<file path="src/rtl/instr_encoder_pkg.sv">
// Shared encodings for the RV32I immediate encoder and generator: kind codes, opcodes, NOP.
package instr_encoder_pkg;

    typedef enum logic [3:0] {
        KindI  = 4'd0,
        KindS  = 4'd1,
        KindSb = 4'd2,
        KindU  = 4'd3,
        KindUp = 4'd4,
        KindJ  = 4'd5,
        KindJr = 4'd6,
        KindL  = 4'd7,
        KindLi = 4'd8
    } kind_e;

    localparam logic [6:0] OpI     = 7'b0010011;
    localparam logic [6:0] OpS     = 7'b0100011;
    localparam logic [6:0] OpSb    = 7'b1100011;
    localparam logic [6:0] OpLui   = 7'b0110111;
    localparam logic [6:0] OpAuipc = 7'b0010111;
    localparam logic [6:0] OpJal   = 7'b1101111;
    localparam logic [6:0] OpJalr  = 7'b1100111;
    localparam logic [6:0] OpLoad  = 7'b0000011;

    localparam logic [31:0] Nop = 32'h0000_0013;

    typedef enum logic [1:0] {
        StIdle,
        StEmit,
        StEmitHi,
        StEmitLo
    } state_e;

endpackage

</file>
<file path="src/rtl/instr_encoder_imm_pack.sv">
// Combinational immediate range check and field scatter for one RV32I instruction word.
module imm_pack
    import instr_encoder_pkg::*;
(
    input  logic [3:0]  kind,
    input  logic [4:0]  rd,
    input  logic [4:0]  rs1,
    input  logic [4:0]  rs2,
    input  logic [2:0]  funct3,
    input  logic [31:0] imm,
    output logic [31:0] instr,
    output logic        err
);

    logic        sext12;
    logic        sext13;
    logic        sext21;
    logic [31:0] raw;
    logic        bad;

    assign sext12 = (&imm[31:11]) | ~(|imm[31:11]);
    assign sext13 = (&imm[31:12]) | ~(|imm[31:12]);
    assign sext21 = (&imm[31:20]) | ~(|imm[31:20]);

    always_comb begin
        raw = Nop;
        bad = 1'b1;
        case (kind)
            KindI: begin
                raw = {imm[11:0], rs1, funct3, rd, OpI};
                bad = !sext12;
            end
            KindL: begin
                raw = {imm[11:0], rs1, funct3, rd, OpLoad};
                bad = !sext12;
            end
            KindJr: begin
                raw = {imm[11:0], rs1, 3'b000, rd, OpJalr};
                bad = !sext12;
            end
            KindS: begin
                raw = {imm[11:5], rs2, rs1, funct3, imm[4:0], OpS};
                bad = !sext12;
            end
            KindSb: begin
                raw = {imm[12], imm[10:5], rs2, rs1, funct3, imm[4:1], imm[11], OpSb};
                bad = !sext13 || imm[0];
            end
            KindU: begin
                raw = {imm[31:12], rd, OpLui};
                bad = |imm[11:0];
            end
            KindUp: begin
                raw = {imm[31:12], rd, OpAuipc};
                bad = |imm[11:0];
            end
            KindJ: begin
                raw = {imm[20], imm[10:1], imm[11], imm[19:12], rd, OpJal};
                bad = !sext21 || imm[0];
            end
            default: ;
        endcase
    end

    assign instr = bad ? Nop : raw;
    assign err   = bad;

endmodule

</file>
<file path="src/rtl/instr_encoder.sv">
// Streaming RV32I instruction encoder with li expansion; registered output behind valid/ready.
module instr_encoder
    import instr_encoder_pkg::*;
(
    input  logic        clk,
    input  logic        rst,
    input  logic        in_valid,
    output logic        in_ready,
    input  logic [3:0]  in_kind,
    input  logic [4:0]  in_rd,
    input  logic [4:0]  in_rs1,
    input  logic [4:0]  in_rs2,
    input  logic [2:0]  in_funct3,
    input  logic [31:0] in_imm,
    output logic        out_valid,
    input  logic        out_ready,
    output logic [31:0] out_instr,
    output logic        out_err,
    output logic        out_last
);

    state_e      state_q, state_d;
    logic [31:0] instr_q, instr_d;
    logic        err_q, err_d;
    logic        last_q, last_d;
    logic [4:0]  rd_q, rd_d;
    logic [11:0] lo_q, lo_d;

    logic        li_fits;
    logic        li_two;
    logic [19:0] hi20;
    logic        accept;

    logic [3:0]  p_kind;
    logic [4:0]  p_rd;
    logic [4:0]  p_rs1;
    logic [4:0]  p_rs2;
    logic [2:0]  p_funct3;
    logic [31:0] p_imm;
    logic [31:0] p_instr;
    logic        p_err;

    // hi20 absorbs the borrow that sign-extending lo takes out of the upper part.
    assign li_fits = (&in_imm[31:11]) | ~(|in_imm[31:11]);
    assign hi20    = in_imm[31:12] + {19'd0, in_imm[11]};
    assign li_two  = (in_kind == KindLi) && !li_fits && (in_imm[11:0] != 12'd0);

    assign out_valid = (state_q != StIdle);
    assign in_ready  = (state_q == StIdle) ||
                       (((state_q == StEmit) || (state_q == StEmitLo)) && out_ready);
    assign accept    = in_valid && in_ready;

    // While EMIT_HI holds the LUI, the packer builds the pending ADDI from captured fields.
    always_comb begin
        p_kind   = in_kind;
        p_rd     = in_rd;
        p_rs1    = in_rs1;
        p_rs2    = in_rs2;
        p_funct3 = in_funct3;
        p_imm    = in_imm;
        if (state_q == StEmitHi) begin
            p_kind   = KindI;
            p_rd     = rd_q;
            p_rs1    = rd_q;
            p_rs2    = '0;
            p_funct3 = '0;
            p_imm    = {{20{lo_q[11]}}, lo_q};
        end else if (in_kind == KindLi) begin
            p_rs2    = '0;
            p_funct3 = '0;
            if (li_fits) begin
                p_kind = KindI;
                p_rs1  = '0;
            end else begin
                p_kind = KindU;
                p_imm  = {hi20, 12'd0};
            end
        end
    end

    imm_pack u_imm_pack (
        .kind   (p_kind),
        .rd     (p_rd),
        .rs1    (p_rs1),
        .rs2    (p_rs2),
        .funct3 (p_funct3),
        .imm    (p_imm),
        .instr  (p_instr),
        .err    (p_err)
    );

    always_comb begin
        state_d = state_q;
        instr_d = instr_q;
        err_d   = err_q;
        last_d  = last_q;
        rd_d    = rd_q;
        lo_d    = lo_q;
        if (accept) begin
            state_d = li_two ? StEmitHi : StEmit;
            instr_d = p_instr;
            err_d   = p_err;
            last_d  = !li_two;
            rd_d    = in_rd;
            lo_d    = in_imm[11:0];
        end else if (out_valid && out_ready) begin
            if (state_q == StEmitHi) begin
                state_d = StEmitLo;
                instr_d = p_instr;
                err_d   = p_err;
                last_d  = 1'b1;
            end else begin
                state_d = StIdle;
            end
        end
    end

    always_ff @(posedge clk) begin
        if (rst) begin
            state_q <= StIdle;
            instr_q <= '0;
            err_q   <= 1'b0;
            last_q  <= 1'b0;
            rd_q    <= '0;
            lo_q    <= '0;
        end else begin
            state_q <= state_d;
            instr_q <= instr_d;
            err_q   <= err_d;
            last_q  <= last_d;
            rd_q    <= rd_d;
            lo_q    <= lo_d;
        end
    end

    assign out_instr = instr_q;
    assign out_err   = err_q;
    assign out_last  = last_q;

endmodule

</file>
<file path="config.mk">
export PLATFORM = sky130hd
export DESIGN_NAME = instr_encoder
export DESIGN_NICKNAME = d
export VERILOG_FILES = /design/src/rtl/instr_encoder_pkg.sv /design/src/rtl/instr_encoder_imm_pack.sv /design/src/rtl/instr_encoder.sv
export SDC_FILE = /design/constraint.sdc
export NUM_CORES = 1
export LEC_CHECK = 0
export CORE_UTILIZATION = 35
export CTS_CLUSTER_DIAMETER = 120
export DETAILED_ROUTE_END_ITERATION = 12
export GPL_TIMING_DRIVEN = 0
export PLACE_DENSITY = 0.57
export SLEW_MARGIN = 20
export SYNTH_ARGS = -nofsm -noshare
export SYNTH_HDL_FRONTEND = slang
export SYNTH_SLANG_ARGS = --single-unit
</file>
<file path="constraint.sdc">
create_clock -name clk -period 5.05 [get_ports clk]
set_clock_uncertainty 0.15 [all_clocks]
set_input_delay 1.01 -clock clk [delete_from_list [all_inputs] [get_ports clk]]
set_output_delay 1.01 -clock clk [all_outputs]
set_load 0.005 [all_outputs]
</file>
Word-level counts from Yosys, hierarchy flattened
Cells that the tools add are included.
- bits in registers: 53
- input bits: 58
- output and inout bits: 36
- $add $sub $neg: 1
- equality and inequality tests: 11
- mux-type cells: 30
- bitwise gates (word level): 8
- reductions and logical operators: 32
- operators by type and width (operator ; number):
    one-hot mux 32 bit (8 select lines) ; 1
    2-to-1 mux 32 bit ; 7
    AND reduction 21 bit ; 2
    OR reduction 21 bit ; 2
    2-to-1 mux 5 bit ; 6
    OR reduction 12 bit ; 2
    adder 20 x 1 -> 20 bit ; 1
    AND reduction 20 bit ; 1
    OR reduction 20 bit ; 1
    == test 4 x 3 -> 1 bit (second input constant) ; 4
    AND reduction 12 bit ; 1
    nonzero test 12 bit ; 1
    2-to-1 mux 2 bit ; 5
    == test 4 x 2 -> 1 bit (second input constant) ; 2
    2-to-1 mux 4 bit ; 2
    2-to-1 mux 1 bit ; 6
    2-to-1 mux 3 bit ; 2
    nonzero test 2 bit ; 3
    logical AND 1 bit ; 5
    zero test 1 bit ; 5
    == test 2 bit (second input constant) ; 2
    == test 4 x 1 -> 1 bit (second input constant) ; 1
    == test 4 bit (second input constant) ; 1
    zero test 4 bit ; 1
    other kinds (9) ; 18

Depth between registers and ports, before layout
Gate-level depths: netlist (run 1).
- word-level depth: 16
- depth in mapped cells: 16
- depth with buffers taken out: 12

Hierarchy
From an unflattened synthesis (run 1), not the netlist that was laid out.
- cells, all modules: 636
- area total of the unflattened synthesis: 4361.7 µm²
- by module, submodules not included (module ; times used ; cells each ; area each (µm²) ; sequential area each (µm²)):
    instr_encoder ; 1 ; 439 ; 3069.2 ; 1061.0
    imm_pack ; 1 ; 197 ; 1292.5 ; 0.0

Worst setup path before layout (run 1)
Ideal clock, no wire load.
- path kind: input to register
- start point: input port in_imm[11]
- end point: register err_q, in the netlist out_err
- library setup time: 0.120 ns
- arrival time: 3.761 ns
- slack: 1.020 ns
- stages: 15
- buffers on the path: 3
- path through: inv_1 -> ha_1 -> nor4b_1 -> and4_1 -> a22o_1 -> buf_6 -> or4_1 -> nand3_1 -> nand2_1 -> or4_4 -> o31ai_4 -> nor2_1 -> buf_6 -> buf_6 -> o31a_1
- longest elaborated chain between the ends: 15
- RTL lines (what ; line ; RTL):
    start, declared ; instr_encoder.sv:14 ; input logic [31:0] in_imm,
    parallel branches: the longest is 11 deep, another holds adder 20 x 1 -> 20 bit ; n/a ;
    one-hot mux 1 bit (4 select lines) (*) ; instr_encoder_imm_pack.sv:28 ; case (kind)
    2-to-1 mux 1 bit ; instr_encoder.sv:107 ; if (state_q == StEmitHi) begin
    2-to-1 mux 1 bit ; instr_encoder.sv:106 ; end else if (out_valid && out_ready) begin
    2-to-1 mux 1 bit (*) ; instr_encoder.sv:99 ; if (accept) begin
    end signal, assigned ; instr_encoder.sv:129 ; err_q <= err_d;
    end, declared ; instr_encoder.sv:24 ; logic err_q, err_d;
Every way passes the cells marked *. The select of a mux whose other input is x is not followed.
A chain may end at the register's enable or synchronous reset.

Worst setup path after layout (run 1)
- start point: input port in_imm[11]
- end point: register instr_q[27], in the netlist out_instr[27]
- longest elaborated chain between the ends: 16
- RTL lines (what ; line ; RTL):
    parallel branches: the longest is 12 deep, another holds adder 20 x 1 -> 20 bit ; n/a ;
    2-to-1 mux 32 bit (*) ; instr_encoder_imm_pack.sv:65 ; assign instr = bad ? Nop : raw;
    2-to-1 mux 32 bit ; instr_encoder.sv:107 ;
    2-to-1 mux 32 bit ; instr_encoder.sv:106 ;
    2-to-1 mux 32 bit (*) ; instr_encoder.sv:99 ;
    end signal, assigned ; instr_encoder.sv:128 ; instr_q <= instr_d;
    end, declared ; instr_encoder.sv:23 ; logic [31:0] instr_q, instr_d;
Marks and branches as above.

==> results of run 1 <==
-- sequential cells by signal (all words and copies together) (netlist names) --
name       cells
out_instr     31
lo_q          12
rd_q           5
state_q        2
out_err        1
out_last       1
-- placed cells by master, fill, tap and decap left out, types with 4 or more instances in the layout --
cell	count
clkbuf_8	5
nand4_1	5
o31a_1	4
buf_4	7
a21boi_0	4
buf_6	7
o31ai_1	4
o211ai_1	4
and3_1	11
and4_1	5
nor2b_1	5
xnor2_1	6
dfxtp_1	52
nand3_1	13
nand2_1	126
o22ai_1	8
buf_2	4
nor3_1	14
nor2_1	44
nand2b_1	5
a211oi_1	4
a221oi_1	5
a21oi_1	48
clkbuf_1	24
o41ai_2	17
o41ai_1	9
o21ai_0	20
a22oi_1	7
nor4_1	10
inv_1	8
clkdlybuf4s50_1	88
-- worst reg2reg max path, stage by stage (launching register included) --
cell and delay (ps):
dfxtp_1 370, nor2b_1 450, buf_2 400, nor2_1 110, a21oi_1 130, nand3_1 150
nor2_1 140, nand4_1 280, o31ai_4 360, nor2_1 110, buf_6 160, buf_6 150
o41ai_2 300
-- layer usage --
layer / global-route usage (%) / wire, um / vias to the layer above
met5: 0 / 0 / -
met4: 9.00 / 386 / 0
met3: 3.38 / 1200 / 23
met2: 39.5 / 6440 / 222
met1: 35.4 / 6660 / 2198
li1: - / - / 2203
-- synth_stat cells, types with 3 or more instances --
cell      count
a31oi_1       3
ha_1          3
nand2_1     127
clkbuf_1     23
inv_1         8
buf_4         3
o21ai_0      21
a22oi_1       8
xor2_1        3
o41ai_2      17
nand2b_1      5
buf_2         4
xnor2_1       6
and4_1        5
o211ai_1      4
nor2_1       45
nand3_1      14
nor4_1       11
buf_6         7
a21boi_0      4
nor3_1       15
buf_1         4
o31a_1        4
nand4_1       5
nor2b_1       5
dfxtp_1      52
o22ai_1       8
o31ai_1       4
and2_1        3
or3_1         3
and3_1       11
a21oi_1      48
a211oi_1      4
or4_1         3
a221oi_1      5
o41ai_1       9
-- per-stage QoR --
stage	cells	worst slack, ps	TNS [ps]
2_1_floorplan	542	1020	0
3_3_place_gp	770	-583	-15490
3_5_place_dp	770	-576	-15140
4_1_cts	778	2.23	0
5_1_grt	782	13.9	0
6_report	782	173	0
-- final cells by class --
cell class,instances,area (um2)
fillers,1139,5710
clock buffers,6,72.6
repair buffers,92,911
well taps,140,175
plain buffers,42,229
clock inverters,2,38.8
inverters,8,30.0
flip-flops and latches,52,1040
multi-input cells,440,2680
-- power groups by stage --
stage / combinational, mW / clock [mW] / sequential (mW)
global placement: 0.275 / 0 / 0.446
floorplan: 0.150 / 0 / 0.445
CTS: 0.278 / 0.303 / 0.437
detailed placement: 0.277 / 0 / 0.447
global route: 0.309 / 0.323 / 0.440
finish: 0.286 / 0.303 / 0.437
-- repair_timing --
action | CTS | global route
setup buffers | 0 | 4
hold buffers | 0 | 0
endpoints found under the setup margin | 29 | 30
gates resized for setup | 1 | 9
pin swaps | 0 | 2
-- logic make-up after synthesis --
logic type      after synthesis
mux                           1
xor+xnor                      9
flops                        52
compound gates              161
buf+inv                      50
simple gates                266
fa+ha+maj                     3
-- path summary, 6_finish.rpt --
path,to
max,out_instr[27]
min,out_instr[7]
min reg2reg,out_instr[7]
max reg2reg,out_instr[27]
==> results.tsv, run 1 <==
stage	metric	value	unit
power_and_ir_drop	ir_worst_vdd	0.000113	V
grt	grt_pass1_vias	4322	
power_and_ir_drop	swShare	32.1	%
floorplan	core_region_area	10900	um2
cts	cts.clk_slew.worst_paths	110	ps
worst_hold_path	whs_path_depth	2	
critical_path	crit_path_start	in_imm[11]	
finish	antennaDiodeCount	0	
logic_synthesis	synth_mux_area_share	0.254	%
cts	clk_latency	320	ps
logic_synthesis	yosysTopAreaCell	dfxtp_1	
worst_hold_path	min_path_type	flip-flop to flip-flop	
logic_synthesis	ys.flop_type	dfxtp_1	
floorplan	initial_core_util	36.1	%
critical_path	reg2reg_depth	12	
cts	cts_inserted_buffers	5	
critical_path	reg2reg_from	state_q[1]	
logic_synthesis	synthSimpleGateAreaFrac	32.4	%
place	gp_congestion	0.951	
finish	drive_gt1_share	9.97	%
worst_hold_path	hp-start	out_instr[7]	
critical_path	cp.required	5090	ps
routing	vias	4646	
logic_synthesis	synth_fa_ha_area_share	0.954	%
finish	fin_nets	702	
routing	drtIter0Drc	422	
critical_path	worstPathCellList	clkdlybuf4s50_1, ha_1, nand2_1, nor4_2, a22o_1, buf_6, buf_6, nor4_1, o2bb2a_1, and4_1, o211ai_1, a211oi_1, nor3_1, buf_2, o41ai_2	
place	place_hpwl	11.4	mm
power_and_ir_drop	internal_power	697	uW
critical_path	critPathMaxFanout	10	
logic_synthesis	synth_top_family_by_area	simple AND/OR/NAND/NOR gates	
logic_synthesis	synthesis.area	3940	um2
logic_synthesis	async_reset_ff_share	0	%
logic_synthesis	synth_seq_area_share	26.5	%
timing	rsz0062_at_grt	no	
logic_synthesis	synth_area_leaders	dfxtp_1 26%, nand2_1 12%, o41ai_2 7.0%	
routing	wl	14.7	mm
timing	setup_violations	0	
timing	hold_viol	0	
routing	via_per_inst	5.94	
critical_path	crit_path_max_incr_delay	620	ps
logic_synthesis	synth-compound-area-share	31.4	%
routing	drc	0	
timing	slew_viol_final	0	
critical_path	criticalPathCategory	input pin to flip-flop	
logic_synthesis	synth_top_area_share	26.5	%
cts	ctsHtreeMaxLevel	2	
status	status	completed	
finish	final_cell_area	5170	um2
power_and_ir_drop	comb_power_share	27.9	%
timing	finalCritPeriodShare	96.6	%
power_and_ir_drop	clockPowerShare	29.5	%
logic_synthesis	yosys_warnings	0	
logic_synthesis	synthesis.instances	542	
power_and_ir_drop	p_seq_share	42.6	%
finish	syn2layout_area_growth	31.5	%
floorplan	io_pins	94	
finish	fin_util	47.5	%
grt	grt_usage	25.3	%
floorplan	rows	38	
grt	antenna_found_initial	0	
timing	fmax	205	MHz
grt	overflow	0	
timing	slew_headroom	57.2	%
timing	hold_ws	309	ps
logic_synthesis	synth_area_per_cell	7.26	um2
place	place_area	4990	um2
logic_synthesis	synthXorXnorAreaFrac	2.00	%
logic_synthesis	synth_seq_cells	52	
critical_path	crit_path_start_kind	input pin	
critical_path	crit_arrival	4910	ps
critical_path	path_buf_inv	4	
logic_synthesis	ys_types	66	
power_and_ir_drop	cellPowerDensity	198	nW/um2
critical_path	cp.depth	15	
floorplan	die-height	108	um
grt	grt_max_degree	17	
floorplan	die_w	108	um
logic_synthesis	syn-num-nets	603	
critical_path	r2r_slack	1710	ps
routing	postRouteAntennaNets	0	
floorplan	dieArea	11700	um2
flow_run	drv_cap	0	
grt	grt_pass1_wl	22.9	mm
logic_synthesis	synth_edf_count	0	
cts	cts-root-buf	clkbuf_8	
cts	clock_sinks	52	
routing	avgRoutedWirePerCell	18.8	um
timing	tightest_slew	642	ps
critical_path	cpMaxStageDelayCell	clkdlybuf4s50_1	
cts	ctsLongestPathBuffers	2	
timing	fin_crit	4880	ps
critical_path	crit_path_end_kind	flip-flop	
critical_path	crit_top_cell	buf_6	
place	port_buffers	88	
critical_path	critical_path.top_delay_family	simple AND/OR/NAND/NOR gates	
power_and_ir_drop	leakage	1.86	nW
power_and_ir_drop	power	1.03	mW
cts	cts_tree	built	
routing	firstDrtPassIters	5	
power_and_ir_drop	switching_power	329	uW
(Power assumes the default switching activity.)
==> run 2: changes to the inputs <==
Settings changed: CORE_MARGIN set to 8.
==> run 2 against run 1 <==
Sequential share of layout area barely moved; non-clock buffer count is 2 lower; combinational power hardly changed; die area rose by 28%; setup slack got worse by 53 ps; clock power rose by 2%; core utilization about the same; critical path type unchanged; highest routed layer unchanged.
==> results.tsv, run 2 (synthesis gave the netlist of run 1 again) <==
stage	metric	value	unit
status	status	completed	
cts	cts_inserted_buffers	5	
cts	clock_sinks	52	
routing	via_per_inst	5.86	
cts	postCtsHoldBufs	0	
cts	cts-root-buf	clkbuf_8	
place	port_buffers	88	
floorplan	dieArea	14900	um2
finish	layout_common_cells	126 x nand2_1, 88 x clkdlybuf4s50_1, 52 x dfxtp_1	
critical_path	critPathMaxFanout	10	
finish	drive_gt1_share	9.69	%
power_and_ir_drop	cellPowerDensity	200	nW/um2
finish	antennaDiodeCount	0	
timing	fin_crit	4930	ps
critical_path	crit_path_end_kind	flip-flop	
routing	vias	4571	
timing	rsz0062_at_grt	no	
critical_path	r2r_slack	1690	ps
critical_path	crit_path_start	in_imm[11]	
finish	multi_input_area	2680	um2
critical_path	r2r-end	out_instr[25]	
routing	avgRoutedWirePerCell	19.4	um
timing	hold_viol	0	
finish	fin_nets	700	
floorplan	die_w	122	um
floorplan	initial_core_util	36.1	%
timing	setup_violations	0	
grt	grt_max_degree	17	
cts	ctsHtreeMaxLevel	2	
routing	drc	0	
routing	wl	15.2	mm
floorplan	die-height	122	um
timing	tightest_slew	637	ps
power_and_ir_drop	clockPowerShare	30.0	%
power_and_ir_drop	internal_power	709	uW
floorplan	io_pins	94	
critical_path	cp-endpoint	out_instr[25]	
power_and_ir_drop	swShare	31.4	%
finish	final_cell_area	5170	um2
grt	grt_pass1_wl	24.2	mm
cts	ctsLongestPathBuffers	2	
finish	regArea	1040	um2
finish	fillers	1124	
worst_hold_path	min_path_type	flip-flop to flip-flop	
place	place_area	4990	um2
finish	layout_commonest_cell	nand2_1	
timing	fmax	203	MHz
critical_path	crit_arrival	5000	ps
routing	postRouteAntennaNets	0	
grt	grt_pass1_vias	4494	
finish	final_cells	780	
grt	antenna_found_initial	0	
place	place_hpwl	12.0	mm
power_and_ir_drop	leakage	1.86	nW
flow_run	drv_cap	0	
timing	finalCritPeriodShare	97.6	%
place	place_inst	770	
finish	largest_reg_flops	31	
timing	hold_ws	309	ps
floorplan	rows	38	
routing	drtIter0Drc	396	
routing	firstDrtPassIters	6	
critical_path	reg2reg_from	state_q[1]	
grt	overflow	0	
critical_path	criticalPathCategory	input pin to flip-flop	
power_and_ir_drop	ir_worst_vdd	0.000132	V
finish	syn2layout_area_growth	31.4	%
cts	clk_latency	310	ps
critical_path	reg2reg_depth	12	
critical_path	crit_path_start_kind	input pin	
critical_path	cp.required	5120	ps
power_and_ir_drop	switching_power	324	uW
floorplan	core_region_area	10900	um2
place	gp_congestion	0.905	
grt	grt_usage	20.3	%
timing	slew_viol_final	0	
cts	cts.clk_slew.worst_paths	100	ps
cts	cts_tree	built	
power_and_ir_drop	p_seq_share	42.4	%
power_and_ir_drop	comb_power_share	27.6	%
timing	slew_headroom	57.4	%
run 2: worst min-delay path by stage:
| stage | endpoint | start | cells past startpoint |
|---|---|---|---|
| 2_1_floorplan | lo_q[0] | lo_q[0] | 2 |
| 3_3_place_gp | out_instr[8] | out_instr[8] | 2 |
| 3_5_place_dp | out_instr[31] | out_instr[31] | 2 |
| 4_1_cts | rd_q[1] | rd_q[1] | 2 |
| 5_1_grt | out_instr[11] | out_instr[11] | 2 |
| 6_report | out_instr[9] | out_instr[9] | 2 |
run 2: final cells by class:
type / instances / area share, %
buffer: 42 / 4.43
sequential: 52 / 20.1
clock inverter: 2 / 0.750
clock buffer: 6 / 1.60
tap: 140 / 3.39
inverter: 8 / 0.581
timing repair buffer: 90 / 17.3
multi-input combinational: 440 / 51.8
run 2: what timing repair did:
item / in CTS / in global routing
hold endpoints to repair: 0 / 0
endpoints found under the setup margin: 30 / 30
pin swaps: 0 / 1
gates resized for setup: 2 / 9
buffers inserted: 0 / 2
run 2: through the flow:
stage / utilization, % / TNS (ps) / power, mW / setup slack, ps
final: 47.5 / 0 / 1.03 / 120
after global routing: 47.5 / 0 / 1.08 / 3.49
after CTS: 47.0 / 0 / 1.04 / 5.75
after detailed placement: 45.8 / -17140 / 0.724 / -629
after global placement: 45.8 / -15880 / 0.722 / -597
after floorplan: - / 0 / 0.595 / 1020
run 2: power by group through the flow:
stage | clock network (mW) | registers, mW | logic, mW
floorplan | 0 | 0.445 | 0.150
global placement | 0 | 0.446 | 0.276
detailed placement | 0 | 0.447 | 0.277
CTS | 0.320 | 0.438 | 0.279
global route | 0.333 | 0.440 | 0.311
finish | 0.310 | 0.438 | 0.285
run 2: critical path, cell delays in order:
cell and delay [ps]:
clkdlybuf4s50_1 660, inv_1 80, ha_1 230, nor4b_1 140, and4_1 220, a22o_1 220
buf_6 140, buf_6 140, o31a_1 310, nor4_1 340, and4_1 270, o211ai_1 140
nor3_1 360, nor2_1 140, buf_6 170, buf_6 150, o41ai_2 270
run 2: layer usage:
layer | share of wire (%) | vias up | GRT usage, %
met2 | 44 | 186 | 30.8
met1 | 45 | 2170 | 27.4
met5 | 0 | - | 0
met3 | 8.6 | 26 | 5.04
met4 | 3.0 | 0 | 7.02
li1 | - | 2189 | -
